`src/rtl/frame2axis.sv`:
```
// frame2axis: Frame val/rdy stream to AXI4-Stream video with geometry repair.
// Define FRAME2AXIS_ERR_CNT_EN to add sts_frm_cnt / sts_err_cnt counters.
module frame2axis #(
  parameter int DATA_WIDTH = 24
) (
  input  logic                  clk,
  input  logic                  rst_n,
  input  logic                  sw_rst,
  input  logic [15:0]           cfg_img_w,
  input  logic [15:0]           cfg_img_h,
  input  logic                  s_frm_val,
  output logic                  s_frm_rdy,
  input  logic [DATA_WIDTH-1:0] s_frm_data,
  input  logic                  s_frm_sof,
  input  logic                  s_frm_eof,
  input  logic                  s_frm_sol,
  input  logic                  s_frm_eol,
  output logic                  m_axis_tvalid,
  input  logic                  m_axis_tready,
  output logic [DATA_WIDTH-1:0] m_axis_tdata,
  output logic                  m_axis_tuser,
  output logic                  m_axis_tlast,
  output logic                  sts_frm_done,
  output logic [3:0]            sts_err
`ifdef FRAME2AXIS_ERR_CNT_EN
  ,
  output logic [15:0]           sts_frm_cnt,
  output logic [15:0]           sts_err_cnt
`endif
);

  typedef enum logic [1:0] {
    IDLE   = 2'd0,
    ACTIVE = 2'd1,
    DROP   = 2'd2
  } state_t;

  typedef struct packed {
    logic [DATA_WIDTH-1:0] data;
    logic                  user;
    logic                  last;
    logic                  done;
  } beat_t;

  state_t      st_q, st_d;
  logic [11:0] w_q, w_d, h_q, h_d;
  logic [11:0] pix_q, pix_d, line_q, line_d;
  logic [11:0] ew, eh, ep, el;
  logic        last_pix, last_line, frame_end;
  logic        line_end, early_eof, go_drop;
  logic [3:0]  err_set, err_q;
  logic        fwd, acc, pop, rdy_q, done_q;
  logic [1:0]  cnt_q, cnt_d;
  beat_t       nb, e0_q, e1_q;
  logic        unused_in;

  assign unused_in = ^{cfg_img_w[15:12], cfg_img_h[15:12], s_frm_sol};

  assign acc = s_frm_val & rdy_q;
  assign pop = m_axis_tvalid & m_axis_tready;

  // Position of the incoming beat; a sof beat restarts at pixel 0, line 0
  always_comb begin
    ew = w_q;
    eh = h_q;
    ep = pix_q;
    el = line_q;
    if (s_frm_sof) begin
      ew = cfg_img_w[11:0];
      eh = cfg_img_h[11:0];
      ep = '0;
      el = '0;
    end
  end

  assign last_pix  = (ep == ew - 12'd1);
  assign last_line = (el == eh - 12'd1);
  assign frame_end = last_pix & last_line;
  assign line_end  = last_pix | s_frm_eol;
  assign early_eof = s_frm_eof & ~frame_end;
  assign go_drop   = last_pix & ~s_frm_eol & ~frame_end & ~s_frm_eof;

  // Next state, counters, error events and the beat to forward
  always_comb begin
    st_d    = st_q;
    w_d     = w_q;
    h_d     = h_q;
    pix_d   = pix_q;
    line_d  = line_q;
    err_set = '0;
    fwd     = 1'b0;
    nb      = '0;
    nb.data = s_frm_data;
    nb.user = s_frm_sof;
    nb.last = line_end | s_frm_eof;
    nb.done = frame_end;
    if (acc) begin
      if (s_frm_sof) begin
        w_d        = ew;
        h_d        = eh;
        err_set[2] = (st_q != IDLE);
      end
      if (s_frm_sof && (ew == '0 || eh == '0)) begin
        st_d = IDLE;
      end else if (s_frm_sof || st_q == ACTIVE) begin
        fwd        = 1'b1;
        err_set[0] = s_frm_eol & ~last_pix;
        err_set[1] = last_pix & ~s_frm_eol;
        err_set[3] = frame_end ^ s_frm_eof;
        unique case (1'b1)
          (frame_end | early_eof): st_d = IDLE;
          go_drop:                 st_d = DROP;
          default:                 st_d = ACTIVE;
        endcase
        if (go_drop) begin
          pix_d  = '0;
          line_d = el;
        end else if (line_end) begin
          pix_d  = '0;
          line_d = last_line ? '0 : el + 12'd1;
        end else begin
          pix_d  = ep + 12'd1;
          line_d = el;
        end
      end else if (st_q == DROP && s_frm_eol) begin
        pix_d  = '0;
        line_d = last_line ? '0 : line_q + 12'd1;
        st_d   = last_line ? IDLE : ACTIVE;
      end
    end
  end

  // Frame tracking state, latched geometry and sticky error flags
  always_ff @(posedge clk or negedge rst_n) begin
    if (!rst_n) begin
      st_q   <= IDLE;
      w_q    <= '0;
      h_q    <= '0;
      pix_q  <= '0;
      line_q <= '0;
      err_q  <= '0;
    end else if (sw_rst) begin
      st_q   <= IDLE;
      w_q    <= '0;
      h_q    <= '0;
      pix_q  <= '0;
      line_q <= '0;
      err_q  <= '0;
    end else begin
      st_q   <= st_d;
      w_q    <= w_d;
      h_q    <= h_d;
      pix_q  <= pix_d;
      line_q <= line_d;
      err_q  <= err_q | err_set;
    end
  end

  // Occupancy after this edge's push/pop
  always_comb begin
    cnt_d = cnt_q + {1'b0, fwd} - {1'b0, pop};
  end

  // Two-entry output buffer; entry 0 drives the AXIS port directly
  always_ff @(posedge clk or negedge rst_n) begin
    if (!rst_n) begin
      cnt_q  <= '0;
      rdy_q  <= 1'b0;
      done_q <= 1'b0;
      e0_q   <= '0;
      e1_q   <= '0;
    end else if (sw_rst) begin
      cnt_q  <= '0;
      rdy_q  <= 1'b0;
      done_q <= 1'b0;
      e0_q   <= '0;
      e1_q   <= '0;
    end else begin
      cnt_q  <= cnt_d;
      rdy_q  <= (cnt_d != 2'd2);
      done_q <= pop & e0_q.done;
      case (cnt_q)
        2'd0: if (fwd) e0_q <= nb;
        2'd1: begin
          if (fwd && pop) e0_q <= nb;
          else if (fwd)   e1_q <= nb;
        end
        default: if (pop) e0_q <= e1_q;
      endcase
    end
  end

  assign s_frm_rdy     = rdy_q;
  assign m_axis_tvalid = (cnt_q != 2'd0);
  assign m_axis_tdata  = e0_q.data;
  assign m_axis_tuser  = e0_q.user;
  assign m_axis_tlast  = e0_q.last;
  assign sts_frm_done  = done_q;
  assign sts_err       = err_q;

`ifdef FRAME2AXIS_ERR_CNT_EN
  logic [15:0] frm_cnt_q, err_cnt_q;

  // Saturating counts of completed frames and of beats raising an error
  always_ff @(posedge clk or negedge rst_n) begin
    if (!rst_n) begin
      frm_cnt_q <= '0;
      err_cnt_q <= '0;
    end else if (sw_rst) begin
      frm_cnt_q <= '0;
      err_cnt_q <= '0;
    end else begin
      if (pop && e0_q.done && frm_cnt_q != 16'hFFFF)
        frm_cnt_q <= frm_cnt_q + 16'd1;
      if ((|err_set) && err_cnt_q != 16'hFFFF)
        err_cnt_q <= err_cnt_q + 16'd1;
    end
  end

  assign sts_frm_cnt = frm_cnt_q;
  assign sts_err_cnt = err_cnt_q;
`endif

endmodule
```
`config.mk`:
```
export PLATFORM = sky130hd
export DESIGN_NAME = frame2axis
export DESIGN_NICKNAME = d
export VERILOG_FILES = /design/src/rtl/frame2axis.sv
export SDC_FILE = /design/constraint.sdc
export NUM_CORES = 1
export LEC_CHECK = 0
export ABC_AREA = 1
export ABC_CLOCK_PERIOD_IN_PS = 4600
export BUFFER_PORTS_ARGS = -buffer_cell sky130_fd_sc_hd__buf_4
export CORE_UTILIZATION = 39
export CTS_CLUSTER_DIAMETER = 50
export DETAILED_ROUTE_END_ITERATION = 12
export SETUP_SLACK_MARGIN = 0.5
export SLEW_MARGIN = 20
export SYNTH_ARGS = -nofsm -noshare
export SYNTH_HDL_FRONTEND = slang
export SYNTH_SLANG_ARGS = --single-unit
```
`constraint.sdc`:
```
create_clock -name clk -period 4.6 [get_ports clk]
set_clock_uncertainty 0.15 [all_clocks]
set_input_delay 0.92 -clock clk [delete_from_list [all_inputs] [get_ports clk]]
set_output_delay 0.92 -clock clk [all_outputs]
set_load 0.05 [all_outputs]
```
==> flow_summary.toml, run 1 <==
[timing]
period_share_pct = 82.4
fin_crit_ps = 3790
fin_ws_ps = 810
finalSetupViolations = 0
timing.hold.ws_ps = 344
rsz0062_at_grt = "false"
maxSlewViolCount = 0
tightest_slew_ps = 758
fmax_mhz = 264
max_slew_margin_pct = 49.4
setup_tns_ps = 0
hold_viol = 0

[critical_path]
cpMostUsedCell = "buf_4"
critical_path.endpoint_type = "register"
cp.arrival_ps = 3860
timing_worst_setup_path_type = "input port to register"
crit_cells = 16
timing.critical_path.buf_inv = 4
max_stage_delay_ps = 310
path_max_fanout = 27
required_ps = 4670
crit_slowest_cell = "buf_4"
path_cells = "buf_4 -> inv_4 -> buf_4 -> buf_4 -> nand2_1 -> xor2_1 -> nor3_1 -> o21ai_1 -> a21oi_1 -> nand3_1 -> nor3_2 -> nand2_1 -> or2_1 -> ha_1 -> a21oi_1 -> o21ai_0"
path_delay_family = "simple AND/OR/NAND/NOR gates"
rr_worst_depth = 16
cp-start-kind = "input port"

[yosys]
synth_area_sq_um = 7730
yosys.area.top_type_share_pct = 36.2
seq_area_frac_synth_pct = 36.2
synth_cell_types = 42
synth_seq_cells = 112
synthTopCellsByCount = "357 x nand2_1, 145 x inv_1, 120 x nand3_1"
synth_area_leader_cell = "dfrtp_1"
synth-main-ff-cell = "dfrtp_1"
yosysMostFrequentCell = "nand2_1"
yosys_warnings = 0
synth-edff-count = 0
netlist_instances = 1149
ys_async_sr_fraction_pct = 100
syn-num-nets = 1222
synth_area_leaders = "dfrtp_1 36%, nand2_1 17%, nand3_1 7.8%"
syn_avg_cell_area_sq_um = 6.73

[placement]
dp_slack_ps = 441
gp_congestion = 0.837
portBuffers = 88
dp_hpwl_mm = 14.5

[hold_path]
min_path_type = "register to register"
holdPathStages = 2

[cts]
numCtsBuffers = 9
worstSkewPairLatency_ps = 360
post_cts_resize_count = 0
ctsHoldBuffers = 0
cts.sinks = 112
cts_tree = "yes"
cts_buffer_depth = 2
cts_root_buf = "clkbuf_16"
cts_max_level = 3
post_cts_buffers = 0
cts.clk_slew.worst_paths_ps = 80

[power]
power.density_nw_per_um2 = 348
p_sw_uw = 1220
pwr-share-clk_pct = 26.3
ir_drop_uv = 168
power.leakage_uw = 0.00435
power.internal_uw = 1810
seqPwrFrac_pct = 38.4
switching_share_pct = 40.3
p_comb_share_pct = 35.3

[cells_and_area]
final_layout_size_suffix_gt1_share_pct = 13.6
nFillCells = 2042
areaGrowthSynthToFinish_pct = 13.0
multi_input_area_sq_um = 3940
num_antenna_cells = 0
final_nets = 1267
ff_latch_area_sq_um = 2800

[grt]
busiest_layer = "met2"
met3_usage_pct = 2.28
grt_max_degree = 61
grt_pass1_wl_mm = 33.3
grt_pass1_vias = 6492
antenna_found_initial = 0
grt_util_met1_pct = 29.7
grt_overflow = 0
grtUsageTotal_pct = 20.8
grt_use_met2_pct = 32.8

[floorplanning]
dieWidth_um = 143
initial_core_util_pct = 39.7
dieArea_sq_um = 20400
core-area_sq_um = 19500
num_rows = 51
die_h_um = 143
ios = 98

[drt]
first_pass_iters = 5
drcViolationCount = 0
routedWlPerCell_um = 14.0
route.antenna.remaining_nets = 0
drt_iter0_drc = 425
via_count = 7250
viasPerCell = 4.95
wirelength_mm = 20.5

[flow_run]
maxCapViolations = 0

[status]
status = "completed"
==> cell usage in the layout, fill, tap and decap left out, drive strengths merged, types with 9 or more instances in the layout <==
master    n
a21oi    15
buf     104
clkbuf   11
dfrtp   112
inv     155
nand2   365
nand3   124
nand4     9
nor2     85
nor3     12
o21ai   118
o22ai    34
xor2     19
==> cell type report <==
type	instances	share of cell area, %
Clock buffer	11	2.78
Clock inverter	5	0.530
Inverter	152	6.56
Multi-Input combinational cell	815	45.1
Sequential cell	112	32.1
Tap cell	265	3.79
Timing Repair Buffer	104	9.17
==> sequential cells by signal, summed over array words and instances (netlist names), 4 cells and up <==
signal	count
e1_q	27
h_q	12
line_q	12
m_axis_tdata	24
pix_q	12
sts_err	4
w_q	12
==> layer usage <==
metal	vias to the layer above	share of wire, %
li1	3732	-
met1	3301	49
met2	194	45
met3	23	4.6
met4	0	1.8
met5	-	0
==> worst min-delay path, delay by kind of cell, from the launching register on <==
family             cells  cell delay, ps
AOI/OAI and AO/OA      1              60
DFF                    1             340
and+or+nand+nor        1              50
==> final timing paths <==
path                            from        end  slack (ps)
max                        s_frm_sof    st_q[0]         810
max reg2reg                   w_q[0]  s_frm_rdy        1410
max in group asynchronous      rst_n  line_q[1]        3050
min in group asynchronous      rst_n   e1_q[10]         450
min reg2reg                pix_q[10]  pix_q[10]         340
min                        pix_q[10]  pix_q[10]         340
==> kinds of logic after synthesis <==
kind of cell,synth area share (%)
xor gates and xnor gates,3.15
and+or+nand+nor,34.3
DFF,36.2
buffers and inverters,13.1
AOI/OAI and AO/OA,11.9
adders and majority gates,1.29
==> power groups by stage <==
stage	clock (uW)	sequential, uW	combinational [uW]
final	799	1170	1070
after global routing	850	1180	1190
after global placement	0	1180	1060
after detailed placement	0	1180	1080
after CTS	817	1170	1080
after floorplan	0	1180	819
==> metrics by stage <==
step,std cells,instance area (sq um),utilization [%],total power [uW]
after floorplan,1149,7730,-,2000
after global placement,1447,8430,43.3,2250
after detailed placement,1447,8430,43.3,2260
after CTS,1463,8720,44.8,3060
after global routing,1464,8740,44.9,3220
final,1464,8740,44.9,3040
Note: power is estimated with default switching activity, not from simulation.
==> run 2: changes to the inputs <==
Settings changed: ABC_CLOCK_PERIOD_IN_PS 4600 to 3460.
Clock period 4.6 ns to 3.46 ns, I/O delays scaled along.
==> flow_summary.toml, run 2 (synthesis gave the netlist of run 1 again) <==
[drt]
drt_iter0_drc = 432
viasPerCell = 5.00
routedWlPerCell_um = 14.1
drcViolationCount = 0
wirelength_mm = 21.3
via_count = 7554
route.antenna.remaining_nets = 0
first_pass_iters = 7

[placement]
dp_hpwl_mm = 15.1
portBuffers = 88
place_inst = 1480
gp_congestion = 0.855
dp_slack_ps = -98.7

[critical_path]
timing.critical_path.buf_inv = 2
cp-start-kind = "input port"
max_stage_delay_ps = 310
rr_worst_depth = 15
path_max_fanout = 8
crit_end = "sts_err[3]"
r2r_start = "h_q[0]"
ff2ff_setup_slack_ps = 610
cp-startpoint = "s_frm_sof"
path_delay_family = "simple AND/OR/NAND/NOR gates"
path_cells = "buf_16 -> buf_8 -> nand2_2 -> nand2_2 -> ha_4 -> xor2_1 -> nor3_2 -> o21ai_1 -> a21oi_2 -> nand3_2 -> nor3_2 -> nand2_1 -> or2_1 -> ha_1 -> nand2_1 -> a21oi_2"
critical_path.endpoint_type = "register"
required_ps = 3570
crit_cells = 16
timing_worst_setup_path_type = "input port to register"
cp.arrival_ps = 3000
crit_slowest_cell = "ha_1"
r2r_end = "sts_err[3]"

[power]
pwr-share-clk_pct = 26.1
switching_share_pct = 39.5
finalPower_uw = 4220
power.leakage_uw = 0.00469
ir_drop_uv = 253
p_comb_share_pct = 37.4
power.internal_uw = 2550
p_sw_uw = 1670
seqPwrFrac_pct = 36.6
power.density_nw_per_um2 = 443

[timing]
rsz0062_at_grt = "true"
tightest_slew_ps = 654
fmax_mhz = 346
setup_tns_ps = 0
hold_viol = 0
period_share_pct = 83.6
fin_ws_ps = 566
fin_crit_ps = 2890
finalSetupViolations = 0
maxSlewViolCount = 0
max_slew_margin_pct = 56.3

[cells_and_area]
regMostFlops = "e1_q"
largest_reg_flops = 27
nFillCells = 1975
final_nets = 1315
utilization_pct = 48.9
num_antenna_cells = 0
stdcell_count = 1511
areaGrowthSynthToFinish_pct = 23.2
layout_commonest_cell = "nand2_1"
layout_common_cells = "342 x nand2_1, 141 x inv_1, 133 x buf_4"
final_layout_size_suffix_gt1_share_pct = 20.2

[flow_run]
maxCapViolations = 0

[floorplanning]
core-area_sq_um = 19500
dieArea_sq_um = 20400
initial_core_util_pct = 39.7
dieWidth_um = 143
die_h_um = 143
ios = 98
num_rows = 51

[grt]
antenna_found_initial = 0
grt_pass1_vias = 7001
grt_overflow = 0
grt_pass1_wl_mm = 35.2
grt_max_degree = 49
grtUsageTotal_pct = 21.8

[status]
status = "completed"

[cts]
ctsHoldBuffers = 0
cts_max_level = 3
cts.clk_slew.worst_paths_ps = 80
numCtsBuffers = 9
cts_tree = "yes"
cts_buffer_depth = 2
worstSkewPairLatency_ps = 360
cts.sinks = 112
cts_root_buf = "clkbuf_16"

[hold_path]
min_path_type = "input port to async pin"
run 2: changes by cell type in the layout (fill, tap and decap cells not counted), sizes merged:
cell	before	now
clkinvlp	0	1
buf	104	149
o21ai	118	119
inv	155	153
clkinv	2	4
clkbuf	11	10
bufinv	0	1
run 2: metrics by stage:
stage | hold WS [ps] | area (sq um)
global route | 194 | 9530
floorplan | 246 | 7800
global placement | 326 | 8800
finish | 157 | 9530
CTS | 172 | 9190
detailed placement | 337 | 8800
run 2: worst min path at each step:
stage	end	startpoint	slack [ps]
final	m_axis_tdata[9]	rst_n	160
after global routing	m_axis_tdata[9]	rst_n	190
after CTS	m_axis_tdata[9]	rst_n	170
after detailed placement	pix_q[10]	pix_q[10]	340
after global placement	pix_q[10]	pix_q[10]	330
after floorplan	cnt_q[0]	rst_n	250
run 2: power groups by stage:
stage / clock, uW / sequential, uW / combinational, uW
2_1_floorplan: 0 / 1570 / 1100
3_3_place_gp: 0 / 1560 / 1500
3_5_place_dp: 0 / 1570 / 1510
4_1_cts: 1130 / 1540 / 1520
5_1_grt: 1180 / 1560 / 1740
6_report: 1100 / 1540 / 1570
run 2: layout make-up:
type                            count  area [sq um]  share of cell area (%)
Multi-Input combinational cell    816          4190                    44.0
Sequential cell                   112          2800                    29.4
Timing Repair Buffer              150          1310                    13.7
Inverter                          152           583                    6.12
Tap cell                          265           332                    3.48
Clock buffer                        9           225                    2.36
Clock inverter                      6          77.6                   0.814
Timing Repair inverter              1          8.76                  0.0919
run 2: per-layer routing:
layer	global-route usage, %	routed length (um)
met2	35.7	9830
met5	0	0
met3	2.62	932
met1	30.2	10200
met4	6.51	307
run 2: timing repair:
item | in CTS | in global routing
setup buffers | 5 | 8
setup endpoints to repair | 43 | 64
gates resized for setup | 6 | 58
pin swaps | 6 | 23
cloned | 1 | 2
==> run 3: changes to the inputs <==
Settings changed: ABC_AREA 1 to 0, ABC_CLOCK_PERIOD_IN_PS 3460 to 2700.
Clock period 3.46 ns to 2.7 ns, I/O delays scaled along.
==> flow_summary.toml, run 3 <==
[cells_and_area]
areaGrowthSynthToFinish_pct = 54.4
multi_input_area_sq_um = 4910
ff_latch_area_sq_um = 2800
nFillCells = 1476
regMostFlops = "e1_q"
layout_common_cells = "236 x buf_4, 111 x dfrtp_1, 74 x nand2_1"
final_nets = 1097
largest_reg_flops = 27
final_layout_size_suffix_gt1_share_pct = 46.6
layout_commonest_cell = "buf_4"
num_antenna_cells = 0

[cts]
numCtsBuffers = 9
cts.clk_slew.worst_paths_ps = 90
cts_tree = "yes"
cts_root_buf = "clkbuf_16"
worstSkewPairLatency_ps = 370
cts.sinks = 112
cts_max_level = 3
cts_buffer_depth = 2

[status]
status = "complete, but fails checks"
violations = "setup timing"

[drt]
via_count = 7108
drt_iter0_drc = 447
route.antenna.remaining_nets = 0
wirelength_mm = 23.9
drcViolationCount = 0
routedWlPerCell_um = 19.0
viasPerCell = 5.65
first_pass_iters = 5

[yosys]
synth_top_family_by_area = "simple AND/OR/NAND/NOR gates"
synth_cell_types = 77
synthAdderAreaFrac_pct = 1.40
syn-num-nets = 867
yosys_warnings = 0
synth_compound_area_share_pct = 20.6
synth-edff-count = 0
synth.area.mux_share_pct = 5.75
synth-main-ff-cell = "dfrtp_1"
synth_seq_cells = 112
yosys.area.top_type_share_pct = 39.3
ys_async_sr_fraction_pct = 100
synth_area_leader_cell = "dfrtp_1"
yosys.area_share.simple_pct = 21.6
synth_area_sq_um = 7140
syn_avg_cell_area_sq_um = 8.99
seq_area_frac_synth_pct = 39.3
synth_xor_area_share_pct = 4.66
synthTopCellsByCount = "112 x dfrtp_1, 105 x nand2_1, 43 x a21oi_1"
netlist_instances = 794
synth_area_leaders = "dfrtp_1 39%, mux2i_1 5.7%, nand2_1 5.5%"
yosysMostFrequentCell = "dfrtp_1"

[floorplanning]
dieArea_sq_um = 18900
num_rows = 49
ios = 98
core-area_sq_um = 18000
initial_core_util_pct = 39.7
dieWidth_um = 137
die_h_um = 137

[critical_path]
r2r_start = "w_q[8]"
required_ps = 2830
cp.arrival_ps = 3140
timing_worst_setup_path_type = "input port to register"
cp-startpoint = "s_frm_sof"
path_max_fanout = 6
critical_path.endpoint_type = "register"
cp-start-kind = "input port"

[timing]
rsz0062_at_grt = "true"
max_slew_margin_pct = 51.8
hold_viol = 0
maxSlewViolCount = 0
tightest_slew_ps = 720
timing.hold.ws_ps = 267
period_share_pct = 111
fmax_mhz = 332
finalSetupViolations = 83
fin_crit_ps = 3010
fin_ws_ps = -310

[power]
finalPower_uw = 5660
ir_drop_uv = 354
power.density_nw_per_um2 = 513
power.leakage_uw = 0.00482

[grt]
grt_use_met2_pct = 39.7
grtUsageTotal_pct = 25.1
grt_pass1_vias = 6895
grt_max_degree = 43
grt_pass1_wl_mm = 36.5
grt_util_met1_pct = 34.7
grt_overflow = 0
busiest_layer = "met2"
met3_usage_pct = 2.76
antenna_found_initial = 0

[flow_run]
maxCapViolations = 0

[hold_path]
min-delay-start = "s_frm_data[11]"
min_path_type = "input port to register"

[placement]
portBuffers = 88
dp_hpwl_mm = 15.2
dp_slack_ps = -777
gp_congestion = 0.890
## run 3: changes by cell type after synthesis, moves of 18 or more
cell | before | now
nand3_1 | 120 | 32
o21ai_0 | 99 | 32
inv_1 | 145 | 21
a22o_1 | 0 | 18
o22ai_1 | 34 | 7
o2bb2ai_1 | 0 | 27
mux2i_1 | 0 | 41
a21oi_1 | 15 | 43
nand2_1 | 357 | 105
nor2_1 | 72 | 35
## run 3: layer usage
layer / up-vias / routed length (um)
li1: 3364 / -
met1: 3521 / 11000
met2: 176 / 11500
met3: 47 / 748
met4: 0 / 683
met5: - / 0
## run 3: kinds of logic after synthesis
group           count (synthesis)
compound gates                206
xor+xnor                       38
fa+ha+maj                       8
buf+inv                        92
flops                         112
mux                            41
simple gates                  297
## run 3: where the power goes
group	internal, uW	total (uW)	switching [uW]
clock	658	1390	736
combinational	1010	2330	1320
sequential	1810	1930	125
## run 3: path summary, 6_finish.rpt
kind	end	slack (ps)	cells past startpoint
setup / recovery	pix_q[5]	-310	13
hold / removal	e1_q[14]	270	3
setup reg to reg	pix_q[5]	-300	11
hold reg to reg	m_axis_tlast	350	1
max in group asynchronous	cnt_q[1]	1280	3
min in group asynchronous	w_q[6]	510	2
## run 3: critical path, stage by stage
cell	delay, ps
buf_12	100
buf_4	110
or3b_1	390
a222oi_1	400
buf_4	210
and3_4	190
nor4_4	50
buf_4	160
a41oi_4	210
buf_6	140
nand2_4	50
or4b_1	470
o211ai_1	100
## run 3: what timing repair did
item                                   4_1_cts  5_1_grt
setup endpoints to repair                   86       86
cloned                                       9        2
gates resized for setup                    139      106
endpoints found under the hold margin       28        0
setup buffers                               27       16
hold buffers                                 1        0
pin swaps                                   66       37
## run 3: final cells by class
type                            count  area share [%]
Inverter                           21           0.749
Timing Repair Buffer              289            24.0
Clock buffer                       10            2.08
Sequential cell                   112            25.4
Tap cell                          229            2.60
Multi-Input combinational cell    591            44.6
Clock inverter                      6           0.545
## run 3: metrics by stage
stage	cell area, sq um	cells	utilization [%]	setup TNS [ps]
2_1_floorplan	7310	794	-	-58160
3_3_place_gp	8990	1187	50.0	-47290
3_5_place_dp	8990	1187	50.0	-52920
4_1_cts	10300	1240	57.5	-5550
5_1_grt	11000	1258	61.3	-23320
6_report	11000	1258	61.3	-15280
